**src/rtl/fifo_ms_arb.sv**
```systemverilog
// Multi-stream tagged FIFO: one tagged write port feeds FLUX circular queues,
// per-stream read requests are arbitrated onto a single registered output.
module fifo_ms_arb #(
    parameter int WIDTH     = 8,
    parameter int DEPTH     = 4,
    parameter int FLUX      = 2,
    parameter int MODE      = 0,
    parameter int AF_LEVEL  = DEPTH - 1,
    localparam int TAG_WIDTH = $clog2(FLUX),
    localparam int CNT_WIDTH = $clog2(DEPTH + 1)
) (
    input  logic                      ck,
    input  logic                      rst,
    input  logic                      wr,
    input  logic [WIDTH-1:0]          datain,
    input  logic [FLUX-1:0]           rd,
    output logic [FLUX-1:0]           full,
    output logic [FLUX-1:0]           empty,
    output logic [FLUX-1:0]           almost_full,
    output logic [FLUX*CNT_WIDTH-1:0] count,
    output logic [WIDTH-1:0]          dataout,
    output logic                      dout_valid,
    output logic [TAG_WIDTH-1:0]      dout_tag,
    output logic                      wr_drop
);

    localparam int PTR_WIDTH = $clog2(DEPTH);
    localparam logic [CNT_WIDTH-1:0] CNT_FULL = CNT_WIDTH'(DEPTH);
    localparam logic [CNT_WIDTH-1:0] CNT_AF   = CNT_WIDTH'(AF_LEVEL);
    localparam logic [PTR_WIDTH-1:0] PTR_LAST = PTR_WIDTH'(DEPTH - 1);
    localparam logic [TAG_WIDTH-1:0] TAG_LAST = TAG_WIDTH'(FLUX - 1);

    logic [WIDTH-1:0]     mem [FLUX][DEPTH];
    logic [PTR_WIDTH-1:0] wp  [FLUX];
    logic [PTR_WIDTH-1:0] rp  [FLUX];
    logic [CNT_WIDTH-1:0] cnt [FLUX];
    logic [TAG_WIDTH-1:0] last;

    logic [TAG_WIDTH-1:0] tag;
    logic [FLUX-1:0]      wr_acc;
    logic [FLUX-1:0]      elig;
    logic [FLUX-1:0]      gnt;
    logic [TAG_WIDTH-1:0] g;
    logic                 any;
    logic [WIDTH-1:0]     pop_data;

    assign tag  = datain[WIDTH-1 -: TAG_WIDTH];
    assign elig = rd & ~empty;

    for (genvar i = 0; i < FLUX; i++) begin : g_flag
        assign full[i]        = (cnt[i] == CNT_FULL);
        assign empty[i]       = (cnt[i] == '0);
        assign almost_full[i] = (cnt[i] >= CNT_AF);
        assign count[i*CNT_WIDTH +: CNT_WIDTH] = cnt[i];
        // A tag outside 0..FLUX-1 matches no stream and is therefore dropped.
        assign wr_acc[i] = wr && (int'(tag) == i) && !full[i];
    end

    always_comb begin
        int idx;
        idx      = 0;
        g        = '0;
        any      = 1'b0;
        gnt      = '0;
        pop_data = '0;
        if (MODE == 0) begin
            for (int i = 0; i < FLUX; i++) begin
                if (elig[i]) begin
                    g   = TAG_WIDTH'(i);
                    any = 1'b1;
                end
            end
        end else begin
            // Rotating search starting just after the last granted stream.
            for (int k = 1; k <= FLUX; k++) begin
                idx = int'(last) + k;
                if (idx >= FLUX) idx = idx - FLUX;
                for (int i = 0; i < FLUX; i++) begin
                    if (!any && idx == i && elig[i]) begin
                        g   = TAG_WIDTH'(i);
                        any = 1'b1;
                    end
                end
            end
        end
        for (int i = 0; i < FLUX; i++) begin
            if (any && int'(g) == i) begin
                gnt[i]   = 1'b1;
                pop_data = mem[i][rp[i]];
            end
        end
    end

    always_ff @(posedge ck) begin
        for (int i = 0; i < FLUX; i++) begin
            if (!rst && wr_acc[i]) mem[i][wp[i]] <= datain;
        end
    end

    always_ff @(posedge ck) begin
        if (rst) begin
            for (int i = 0; i < FLUX; i++) begin
                wp[i]  <= '0;
                rp[i]  <= '0;
                cnt[i] <= '0;
            end
            last       <= TAG_LAST;
            dataout    <= '0;
            dout_tag   <= '0;
            dout_valid <= 1'b0;
            wr_drop    <= 1'b0;
        end else begin
            for (int i = 0; i < FLUX; i++) begin
                if (wr_acc[i]) wp[i] <= (wp[i] == PTR_LAST) ? '0 : wp[i] + 1'b1;
                if (gnt[i])    rp[i] <= (rp[i] == PTR_LAST) ? '0 : rp[i] + 1'b1;
                case ({wr_acc[i], gnt[i]})
                    2'b10:   cnt[i] <= cnt[i] + 1'b1;
                    2'b01:   cnt[i] <= cnt[i] - 1'b1;
                    default: cnt[i] <= cnt[i];
                endcase
            end
            wr_drop    <= wr && (wr_acc == '0);
            dout_valid <= any;
            if (any) begin
                dataout  <= pop_data;
                dout_tag <= g;
                last     <= g;
            end
        end
    end

endmodule

```
**config.mk**
```make
export PLATFORM = sky130hd
export DESIGN_NAME = fifo_ms_arb
export DESIGN_NICKNAME = d
export VERILOG_FILES = /design/src/rtl/fifo_ms_arb.sv
export SDC_FILE = /design/constraint.sdc
export NUM_CORES = 1
export LEC_CHECK = 0
export BUFFER_PORTS_ARGS = -buffer_cell sky130_fd_sc_hd__buf_4
export CAP_MARGIN = 10
export CORE_MARGIN = 2
export CORE_UTILIZATION = 53
export CTS_CLUSTER_SIZE = 16
export DETAILED_ROUTE_END_ITERATION = 6
export PLACE_DENSITY = 0.75
export SYNTH_ARGS = -nofsm -noshare
export SYNTH_HDL_FRONTEND = slang
export SYNTH_SLANG_ARGS = --single-unit
export TNS_END_PERCENT = 20
```
**constraint.sdc**
```tcl
create_clock -name ck -period 2.68 [get_ports ck]
set_clock_uncertainty 0.2 [all_clocks]
set_input_delay 0.268 -clock ck [delete_from_list [all_inputs] [get_ports ck]]
set_output_delay 0.268 -clock ck [all_outputs]
set_load 0.03 [all_outputs]
```
* Word-level counts from Yosys, hierarchy flattened *
Memories as Yosys holds them, arrays and structs flattened.
Cells that the tools add are included.

operators by class
  order comparisons = 8
  bitwise operators = 18
  equal/unequal tests = 10
  add/sub/neg operators = 8
  muxes and demuxes = 70
  reduce and logical (&&, ||, !) cells = 20

operators with widths
  cell                                                                   count
  32-bit 2-to-1 mux                                                      4
  8-bit 2-to-1 mux                                                       8
  1-bit 2-to-1 mux                                                       40
  8-bit binary-select mux with 2-bit select                              2
  8-bit demux with 2-bit select                                          2
  32-bit OR reduction                                                    1
  3-bit 2-to-1 mux                                                       6
  2-bit 2-to-1 mux                                                       8
  2-bit equality test, second input constant                             6
  3-bit >= comparator, second input constant                             4
  2-bit inverter with 3-bit output                                       4
  1-bit logical AND                                                      11
  1-bit OR                                                               10
  2-bit by 1-bit adder with 2-bit output, second input constant          4
  3-bit by 1-bit adder with 3-bit output, second input constant          2
  3-bit equality test, second input constant                             2
  3-bit by 2-bit >= comparator with 1-bit output, second input constant  2
  3-bit zero test                                                        2
  3-bit by 1-bit < comparator with 1-bit output, second input constant   2
  3-bit by 1-bit subtractor with 3-bit output, second input constant     2
  2-bit by 1-bit equality test with 1-bit output, second input constant  2
  2-bit OR reduction                                                     2
  1-bit zero test                                                        3
  2-bit AND                                                              1
  3 further kinds                                                        4

storage, ports and cells
  input port bits = 13
  bits in registers = 11
  word-level logic and storage cells = 142
  memories kept = 4
  memory bits (writable) = 78
  output and inout bits = 23

memory list
  name  words  width  rd ports  clocked after Yosys merged registers in  write ports  RTL line  source
  mem   2      32     2         0                                        1            33        logic [WIDTH-1:0] mem [FLUX][DEPTH];
  cnt   2      3      2         0                                        2            36        logic [CNT_WIDTH-1:0] cnt [FLUX];
  rp    2      2      2         0                                        2            35        logic [PTR_WIDTH-1:0] rp [FLUX];
  wp    2      2      2         0                                        2            34        logic [PTR_WIDTH-1:0] wp [FLUX];

* Logic depth before layout (Yosys ltp) *
Gate-level depths: netlist of run 1.

  depth after elaboration = 14
  mapped depth = 12
  gate-level depth less buffers = 11

* Worst setup path after synthesis of run 1 *
No wires, ideal clock.

  path kind = register to register
  start = memory cnt[1][0] (netlist name)
  end = memory cnt[1][1] (netlist name), data pin
  cell stages (with the launch flop) = 12
  setup time = 0.284 ns
  setup slack = -0.417 ns
  data required time = 2.196 ns
  period minus slack after synthesis = 3.097 ns
  data arrival time = 2.613 ns
  buffers on the path = 2
  cell sequence = edfxtp_1 -> inv_1 -> ha_1 -> nor2b_1 -> buf_6 -> nor2_4 -> inv_2 -> buf_2 -> nand2_1 -> ha_1 -> o41ai_1 -> o21ai_0

RTL lines
  element          RTL line
  start, declared  36

==> out/metrics.yaml, run 1 <==
status:
  status: "finished clean"
worst_setup_path:
  critical_path_class: "flip-flop to flip-flop"
  critPathCaptureType: "flip-flop"
  start_kind: "flip-flop"
  crit_arrival_ps: 2580
  crit_fanout: 4
  critPathRequiredTime_ps: 2710
clocking:
  cts_buffers: 9
  cts_max_level: 3
  cts_tree: "yes"
  path_clk_slew_ps: 100
  root_buffer: "clkbuf_8"
  cts_buffer_depth: 2
  cts.sinks: 89
  clock_latency_ps: 360
global_routing:
  grt_first_pass_wirelength_microns: 10700
  first_global_vias: 2115
  grt.total_usage: 0.188
  overflow: 0
  antenna_found_initial: 0
  grt_max_degree: 23
timing:
  slew_violations: 0
  fmax_mhz: 391
  min_period_over_period: 0.953
  slew_headroom: 0.578
  hold_violations: 0
  fin_tns_setup_ps: 0
  tightest_slew_ps: 632
  min_period_ps: 2550
  setup_viol: 0
final_layout:
  syn2layout_area_growth_pct: 19.0
  drive_gt1_frac: 0.297
  fin_nets: 333
  stdcell_count: 405
  diodes: 0
  layout_common_cells: "edfxtp_1 (78), buf_4 (44), nand2_1 (22)"
  final_common_cell: "edfxtp_1"
routing:
  via_per_inst: 5.47
  vias: 2214
  wirelength_microns: 7010
  drtPass1Iterations: 4
  wl_per_cell_microns: 17.3
  drc: 0
  drtAntennaViolNets: 0
  drt_iter0_markers: 150
synthesis:
  synth_async_sr_flop_share: 0
  synth_area_sq_mm: 0.00388
  synth_edf_count: 78
  ys_seq_area_frac: 0.661
  synth_flop_cell: "edfxtp_1"
  ys_seq_elements: 89
  syn_avg_cell_area_sq_um: 15.6
  synth_warnings: 0
  ys_types: 38
  synthCells: 248
  synth_nets: 280
floorplanning:
  die_w_microns: 89.5
  die_y_microns: 89.5
  io_pins: 36
  start_util: 0.540
  coreArea_sq_mm: 0.00718
  rows: 31
  dieArea_sq_mm: 0.00801
flow_run:
  max_cap_violations: 0
place:
  place_hpwl_microns: 4800
  gp_congestion: 0.774
  portBuffers: 35
  numPlacedInstances: 380
power:
  p_seq_frac: 0.503
  internal_power_uw: 2320
  power_density_mw_per_mm2: 735
  p_switching_uw: 1070
  clock_power_share: 0.262
  pwr-share-comb: 0.236
  total_leakage_power_uw: 0.00168
  ir_worst_vdd_v: 0.000322
  swShare: 0.316
worst_hold_path:
  hp-class: "input port to flip-flop"
## flip-flops by register name, summed over array words and instances, names as in the netlist
| name | count |
|---|---|
| dataout | 8 |
| rp | 4 |
| dout_tag | 1 |
| wp | 4 |
| wr_drop | 1 |
| dout_valid | 1 |
| mem | 64 |
| cnt | 6 |
## layer usage
layer  track usage  wire (microns)  vias up  part of all wire
met5             0               0        -                 0
met4        0.0855              73        0             0.010
met3        0.0305             303        4             0.043
met2         0.276            3260       49              0.47
met1         0.277            3370     1106              0.48
li1              -               -     1055                 -
## critical path: stages, from the launching register on
cell      delay, ps
edfxtp_1        420
inv_1           110
ha_1            190
nor2b_4         180
nor2_4           60
nor2_4          100
ha_4            170
nand2b_4         60
fa_2            340
xor2_1          160
mux2_2          340
nor2_1           80
## synthesized netlist by cell type (2+ instances only)
master,instances,area (sq um)
a2111oi_0,4,35.0
a211oi_1,4,30.0
a21oi_1,2,10.0
a311oi_1,8,70.1
and2_1,8,50.1
buf_2,2,10.0
buf_4,3,22.5
clkbuf_1,4,15.0
dfxtp_1,11,220
edfxtp_1,78,2340
ha_1,18,225
inv_1,17,63.8
mux4_2,16,360
nand2_1,22,82.6
nand2b_1,2,12.5
nand3_1,2,10.0
nor2_1,9,33.8
nor2b_1,2,12.5
nor3_1,11,55.1
o21ai_0,5,25.0
o41ai_1,2,17.5
or3_1,2,12.5
## what timing repair did
action / in CTS / in global routing
endpoints found under the hold margin: 60 / 0
setup endpoints to repair: 0 / 3
gates resized for setup: 0 / 3
hold buffers: 8 / 0
buffers inserted: 0 / 1
## through the flow
stage,util,hold WS [ps],setup WS [ps],area (sq um),total power (uW)
after floorplan,-,167,-141,3930,2260
after global placement,0.602,244,115,4320,2500
after detailed placement,0.602,256,49.2,4320,2510
after CTS,0.640,23.4,21.0,4590,3400
after global routing,0.643,41.0,-1.60,4610,3560
final,0.643,51.0,125,4610,3390
## cell type report
type	instances	area (sq um)
clock inverters	7	70.1
flip-flops and latches	89	2560
well taps	99	124
repair buffers	52	410
multi-input cells	130	1250
inverters	19	71.3
clock buffers	9	124
fillers	536	2560
## power by group through the flow
stage,sequential [uW],combinational [uW],clock [uW]
after floorplan,1790,466,0
after global placement,1730,762,0
after CTS,1710,788,904
after detailed placement,1740,777,0
final,1710,799,887
after global routing,1720,871,970
## cells by family after synthesis
| group | Yosys count | share of synthesized area |
|---|---|---|
| and+or+nand+nor | 64 | 0.0836 |
| buffers and inverters | 29 | 0.0336 |
| DFF | 89 | 0.661 |
| AOI/OAI and AO/OA | 28 | 0.0581 |
| xor gates and xnor gates | 2 | 0.00452 |
| adders and majority gates | 19 | 0.0633 |
| muxes | 17 | 0.0959 |
## worst paths after layout
path / end / slack, ps / from / depth (start not counted)
worst min-delay path: dout_tag$_SDFFE_PP0P_ / 50 / rst / 2
worst max-delay path: cnt[0][2]$_SDFFCE_PN0P_ / 130 / cnt[1][1]$_DFFE_PP_ / 11
worst max register to register: cnt[0][2]$_SDFFCE_PN0P_ / 130 / cnt[1][1]$_DFFE_PP_ / 11
worst min register to register: dout_tag$_SDFFE_PP0P_ / 260 / dout_tag$_SDFFE_PP0P_ / 2
Note: power is estimated with default switching activity, not from simulation.
==> inputs of run 2 (changes only) <==
BUFFER_PORTS_ARGS = -buffer_cell sky130_fd_sc_hd__buf_2   (was -buffer_cell sky130_fd_sc_hd__buf_4)
==> run 2 against run 1 <==
Wire length is 1.4% higher. Die area did not move. Clock-buffer cell count unchanged. Combinational power fell by 5.3%. Sequential share of layout area rose by 1.3 points. Fmax increased by 0.30%. Global-route usage rose by 0.42 points. Flip-flop and latch count unchanged. Register-to-register slack barely moved. Cell count down 0.74%. Non-clock buffer count decreased by 3. Critical path type unchanged. Largest cell class unchanged. Highest routed layer unchanged.
==> out/metrics.yaml, run 2 (synthesized netlist as in run 1, its figures left out) <==
status:
  status: "finished clean"  # unchanged
power:
  p_seq_frac: 0.498  # was 0.503
  total_leakage_power_uw: 0.00166  # was 0.00168 uW
  clock_power_share: 0.281  # was 0.262
  internal_power_uw: 2370  # was 2320 uW
  p_switching_uw: 1060  # was 1070 uW
  swShare: 0.309  # was 0.316
  ir_worst_vdd_v: 0.000394  # was 0.000322 V
  pwr-share-comb: 0.221  # was 0.236
  power_density_mw_per_mm2: 759  # was 735 mW/mm^2
clocking:
  cts_buffers: 9  # unchanged
  cts_tree: "yes"  # unchanged
  cts_buffer_depth: 2  # unchanged
  cts.sinks: 89  # unchanged
  root_buffer: "clkbuf_8"  # unchanged
  cts_max_level: 3  # unchanged
  path_clk_slew_ps: 100  # about the same
  clock_latency_ps: 360  # about the same
final_layout:
  syn2layout_area_growth_pct: 16.3  # was 19.0%
  final_common_cell: "edfxtp_1"  # unchanged
  fin_util: 0.628  # was 0.643
  final.fill_count: 540  # was 536
  diodes: 0  # unchanged
  layout_common_cells: "edfxtp_1 (78), buf_2 (35), nand2_1 (22)"  # was edfxtp_1 (78), buf_4 (44), nand2_1 (22)
  final-seq-area_sq_mm: 0.00256  # unchanged
  fin_nets: 330  # was 333
  drive_gt1_frac: 0.300  # was 0.297
  largest_reg_flops: 64  # unchanged
  multi_input_area_sq_mm: 0.00125  # unchanged
worst_setup_path:
  start_kind: "flip-flop"  # unchanged
  crit_fanout: 4  # unchanged
  critPathRequiredTime_ps: 2710  # about the same
  r2r-start: "cnt[1][1]$_DFFE_PP_"  # unchanged
  slowest_delay_ps: 420  # about the same
  critPathCaptureType: "flip-flop"  # unchanged
  crit_arrival_ps: 2580  # about the same
  critical_path_class: "flip-flop to flip-flop"  # unchanged
  reg2reg_slack_ps: 130  # about the same
  r2r_cells: 11  # unchanged
  crit_top_cell: "nor2_4"  # unchanged
  path_cells: "inv_1 > ha_1 > nor2b_4 > nor2_4 > nor2_4 > ha_4 > nand2b_4 > fa_2 > xor2_1 > mux2_2 > nor2_1"  # unchanged
  timing.rr.end: "cnt[0][2]$_SDFFCE_PN0P_"  # unchanged
  worst_path_max_delay_cell: "edfxtp_1"  # unchanged
worst_hold_path:
  holdPathStages: 1  # was 2
  hp-class: "input port to flip-flop"  # unchanged
  hold_start: "datain[4]"  # was rst
  whs_endpoint: "mem[0][28]$_DFFE_PP_"  # was dout_tag$_SDFFE_PP0P_
timing:
  slew_headroom: 0.569  # was 0.578
  slew_violations: 0  # unchanged
  hold_violations: 0  # unchanged
  tightest_slew_ps: 646  # was 632 ps
  min_period_over_period: 0.950  # was 0.953
  whs_ps: 8.92  # was 51.0 ps
  min_period_ps: 2550  # about the same
  finalWorstSetupSlack_ps: 133  # was 125 ps
  rsz0062_at_grt: "no"
  fmax_mhz: 393  # was 391 MHz
  setup_viol: 0  # unchanged
routing:
  via_per_inst: 5.60  # was 5.47
  wl_per_cell_microns: 17.7  # was 17.3 microns
  wirelength_microns: 7110  # was 7010 microns
  vias: 2252  # was 2,214
  drtPass1Iterations: 4  # unchanged
  drtAntennaViolNets: 0  # unchanged
  drc: 0  # unchanged
  drt_iter0_markers: 144  # was 150
flow_run:
  max_cap_violations: 0  # unchanged
place:
  preCtsSetupSlack_ps: 29.9  # was 49.2 ps
  portBuffers: 35  # unchanged
  gp_congestion: 0.791  # was 0.774
  place_hpwl_microns: 5060  # was 4800 microns
floorplanning:
  die_y_microns: 89.5  # unchanged
  dieArea_sq_mm: 0.00801  # unchanged
  rows: 31  # unchanged
  start_util: 0.540  # unchanged
  io_pins: 36  # unchanged
  die_w_microns: 89.5  # unchanged
  coreArea_sq_mm: 0.00718  # unchanged
global_routing:
  overflow: 0  # unchanged
  grt.total_usage: 0.192  # was 0.188
  antenna_found_initial: 0  # unchanged
  first_global_vias: 2125  # was 2,115
  grt_max_degree: 23  # unchanged
  grt_first_pass_wirelength_microns: 11000  # was 10,700 microns
[run 2: cell types whose count changed in the layout (fill, tap and decap cells not counted)]
| cell | change |
|---|---|
| inv_6 | -1 |
| clkinvlp_4 | -1 |
| clkinv_8 | -1 |
| bufinv_16 | +1 |
| clkinv_2 | +1 |
| dlygate4sd3_1 | -3 |
| inv_8 | +1 |
| buf_4 | -35 |
| buf_2 | +35 |
[run 2: metrics by stage]
stage	instances	TNS [ps]	instance area, sq um	power (uW)
2_1_floorplan	248	-556	3930	2260
3_3_place_gp	380	0	4230	2450
3_5_place_dp	380	0	4230	2480
4_1_cts	401	0	4490	3430
5_1_grt	402	0	4510	3590
6_report	402	0	4510	3420
[run 2: area by class of cell]
class / instances / area share
Clock buffer: 9 / 0.0275
Clock inverter: 7 / 0.0186
Inverter: 19 / 0.0158
Multi-Input combinational cell: 130 / 0.277
Sequential cell: 89 / 0.568
Tap cell: 99 / 0.0275
Timing Repair Buffer: 49 / 0.0649
[run 2: critical path: cells and delay by family, from the launching register on]
family / cells / cell delay, ps
xor gates and xnor gates: 1 / 170
adders and majority gates: 3 / 680
buffers and inverters: 1 / 120
DFF: 1 / 420
muxes: 1 / 350
and+or+nand+nor: 5 / 470
[run 2: power by group through the flow]
stage | Clock (uW) | Sequential [uW] | Combinational, uW
floorplan | 0 | 1790 | 466
global placement | 0 | 1730 | 715
detailed placement | 0 | 1740 | 740
CTS | 974 | 1710 | 748
global route | 1040 | 1720 | 830
finish | 960 | 1710 | 757
[run 2: worst max path at each step]
stage	startpoint	to	slack, ps	cells past startpoint
detailed placement	cnt[1][1]$_DFFE_PP_	cnt[0][2]$_SDFFCE_PN0P_	30	11
floorplan	cnt[0][2]$_SDFFCE_PN0P_	cnt[0][2]$_SDFFCE_PN0P_	-140	9
global route	cnt[1][1]$_DFFE_PP_	cnt[0][2]$_SDFFCE_PN0P_	20	11
CTS	cnt[1][1]$_DFFE_PP_	cnt[0][2]$_SDFFCE_PN0P_	70	11
global placement	cnt[1][1]$_DFFE_PP_	cnt[0][2]$_SDFFCE_PN0P_	130	11
finish	cnt[1][1]$_DFFE_PP_	cnt[0][2]$_SDFFCE_PN0P_	130	11
[run 2: what timing repair did]
action | CTS | global route
resized for setup | 1 | 2
setup buffers | 0 | 1
hold buffers | 5 | 0
hold endpoints to repair | 35 | 0
pin swaps | 0 | 1
gates cloned | 0 | 0
endpoints found under the setup margin | 1 | 1
[run 2: metal layers]
| layer | track usage | vias to the layer above | wire, microns |
|---|---|---|---|
| li1 | - | 1051 | - |
| met1 | 0.274 | 1126 | 3290 |
| met2 | 0.293 | 65 | 3440 |
| met3 | 0.0342 | 10 | 277 |
| met4 | 0.0814 | 0 | 107 |
| met5 | 0 | - | 0 |
==> inputs of run 3 (changes only) <==
--- a/config.mk
+++ b/config.mk
@@ -13,4 +13,5 @@
 export DETAILED_ROUTE_END_ITERATION = 6
 export PLACE_DENSITY = 0.75
+export SETUP_SLACK_MARGIN = 0.4
 export SYNTH_ARGS = -nofsm -noshare
 export SYNTH_HDL_FRONTEND = slang
==> constraint.sdc (replaced) <==
create_clock -name ck -period 2.68 [get_ports ck]
set_clock_uncertainty 0.2 [all_clocks]
set_input_delay 0.268 -clock ck [delete_from_list [all_inputs] [get_ports ck]]
set_output_delay 0.268 -clock ck [all_outputs]
set_load 0.1 [all_outputs]
==> run 3 against run 2 <==
Non-clock buffer count rose by 15. Fmax grew 3.1%. Clock power shrank 0.5%. Die area unchanged. Wire length increased by 1.8%. Combinational power is 61% higher. Flip-flop and latch count stayed put. Sequential share of layout area is 1.8 points lower. Cell count grew 3.7%. Power grew 13%. Critical path depth unchanged. Critical endpoint unchanged.
==> out/metrics.yaml, run 3 (synthesized netlist as in run 1, its figures left out) <==
timing:
  finalWorstSetupSlack_ps: 209  # was 133 ps
  whs_ps: 50.3  # was 8.92 ps
  slew_headroom: 0.578  # was 0.569
  tightest_slew_ps: 632  # was 646 ps
  setup_viol: 0  # unchanged
  rsz0062_at_grt: "yes"  # was no
  slew_violations: 0  # unchanged
  hold_violations: 0  # unchanged
  min_period_ps: 2470  # was 2550 ps
  fmax_mhz: 405  # was 393 MHz
  min_period_over_period: 0.922  # was 0.950
clocking:
  cts_buffers: 9  # unchanged
  clock_latency_ps: 360  # about the same
  cts_buffer_depth: 2  # unchanged
  path_clk_slew_ps: 90  # was 100 ps
  cts_max_level: 3  # unchanged
  root_buffer: "clkbuf_8"  # unchanged
  cts.sinks: 89  # unchanged
  cts_tree: "yes"  # unchanged
worst_setup_path:
  slowest_delay_ps: 420  # about the same
  path_buf_inv: 1  # unchanged
  worst_path_max_delay_cell: "edfxtp_1"  # unchanged
  crit_arrival_ps: 2500  # was 2580 ps
  critPathRequiredTime_ps: 2710  # about the same
  start_kind: "flip-flop"  # unchanged
  crit_fanout: 4  # unchanged
  cpLargestDelayFamily: "adder cells"  # unchanged
  path_cells: "inv_2 > ha_4 > nor2b_4 > nor2_4 > nor2_2 > ha_2 > nand2b_4 > fa_2 > xor2_1 > mux2_2 > nor2_1"  # was inv_1 > ha_1 > nor2b_4 > nor2_4 > nor2_4 > ha_4 > nand2b_4 > fa_2 > xor2_1 > mux2_2 > nor2_1
  critical_path_class: "flip-flop to flip-flop"  # unchanged
  critPathCaptureType: "flip-flop"  # unchanged
global_routing:
  grt_first_pass_wirelength_microns: 11200  # was 11,000 microns
  grt_max_degree: 23  # unchanged
  grt.total_usage: 0.199  # was 0.192
  antenna_found_initial: 0  # unchanged
  first_global_vias: 2251  # was 2,125
  overflow: 0  # unchanged
worst_hold_path:
  hp-class: "input port to flip-flop"  # unchanged
floorplanning:
  die_y_microns: 89.5  # unchanged
  io_pins: 36  # unchanged
  start_util: 0.540  # unchanged
  die_w_microns: 89.5  # unchanged
  coreArea_sq_mm: 0.00718  # unchanged
  rows: 31  # unchanged
  dieArea_sq_mm: 0.00801  # unchanged
final_layout:
  finalInstanceArea_sq_mm: 0.00466  # was 0.00451 sq mm
  diodes: 0  # unchanged
  fin_util: 0.649  # was 0.628
  drive_gt1_frac: 0.349  # was 0.300
  syn2layout_area_growth_pct: 20.1  # was 16.3%
  layout_common_cells: "edfxtp_1 (78), buf_2 (34), nand2_1 (22), buf_4 (22)"  # was edfxtp_1 (78), buf_2 (35), nand2_1 (22)
  fin_nets: 345  # was 330
  final_common_cell: "edfxtp_1"  # unchanged
  stdcell_count: 417  # was 402
  final.fill_count: 511  # was 540
  largest_reg_flops: 64  # unchanged
routing:
  drt_iter0_markers: 111  # was 144
  drtPass1Iterations: 4  # unchanged
  via_per_inst: 5.44  # was 5.60
  vias: 2269  # was 2,252
  drtAntennaViolNets: 0  # unchanged
  wl_per_cell_microns: 17.4  # was 17.7 microns
  wirelength_microns: 7240  # was 7110 microns
  drc: 0  # unchanged
flow_run:
  max_cap_violations: 0  # unchanged
place:
  place_hpwl_microns: 5010  # was 5060 microns
  placed_area_sq_mm: 0.00425  # was 0.00423 sq mm
  preCtsSetupSlack_ps: 8.27  # was 29.9 ps
  portBuffers: 35  # unchanged
  gp_congestion: 0.796  # was 0.791
  numPlacedInstances: 383  # was 380
status:
  status: "finished clean"  # unchanged
power:
  total_leakage_power_uw: 0.00173  # was 0.00166 uW
  ir_worst_vdd_v: 0.000313  # was 0.000394 V
  power_density_mw_per_mm2: 833  # was 759 mW/mm^2
[run 3: changes by cell type in the layout (fill, tap and decap cells not counted), moves of 2 or more]
cell / previous run / this run
and2_1: 8 / 5
clkinvlp_4: 0 / 3
o21ai_0: 5 / 3
and2_4: 0 / 3
buf_4: 9 / 22
dlygate4sd3_1: 5 / 7
[run 3: layout make-up]
cell class / count / area (sq um) / share of cell area
clock buffer: 9 / 124 / 0.0266
clock inverter: 7 / 83.8 / 0.0180
inverter: 19 / 71.3 / 0.0153
multi-input combinational: 130 / 1270 / 0.272
sequential: 89 / 2560 / 0.550
tap: 99 / 124 / 0.0266
timing repair buffer: 64 / 425 / 0.0913
[run 3: final timing paths]
check / from / end / slack [ps] / cells past startpoint
hold / removal: wr / wr_drop$_SDFF_PP0_ / 50 / 3
setup reg to reg: cnt[1][0]$_DFFE_PP_ / cnt[0][2]$_SDFFCE_PN0P_ / 210 / 11
hold reg to reg: dout_tag$_SDFFE_PP0P_ / dout_tag$_SDFFE_PP0P_ / 260 / 2
setup / recovery: cnt[1][0]$_DFFE_PP_ / cnt[0][2]$_SDFFCE_PN0P_ / 210 / 11
[run 3: per-stage QoR]
stage	total power (uW)	setup TNS, ps
after detailed placement	2880	0
after floorplan	2640	-22980
final	3880	0
after global placement	2860	0
after CTS	3870	0
after global routing	4040	0
[run 3: power by group]
part / total [uW] / internal [uW] / switching, uW
combinational: 1220 / 369 / 854
sequential: 1700 / 1610 / 93.5
clock: 955 / 446 / 509
total: 3880 / 2420 / 1460
[run 3: routing by layer]
layer	GRT usage	part of all wire	vias up
li1	-	-	1069
met1	0.261	0.43	1137
met2	0.315	0.50	49
met3	0.0452	0.045	14
met4	0.0991	0.021	0
met5	0	0	-
[run 3: worst min-delay path, stage by stage]
cell	delay [ps]
buf_2	120
nand2b_1	110
nor3_1	60
[run 3: what timing repair did]
| action | CTS | global route |
|---|---|---|
| endpoints found under the hold margin | 52 | 0 |
| endpoints found under the setup margin | 9 | 9 |
| hold buffers | 7 | 0 |
| setup buffers | 9 | 2 |
| gates resized for setup | 5 | 5 |
| pin swaps | 2 | 3 |
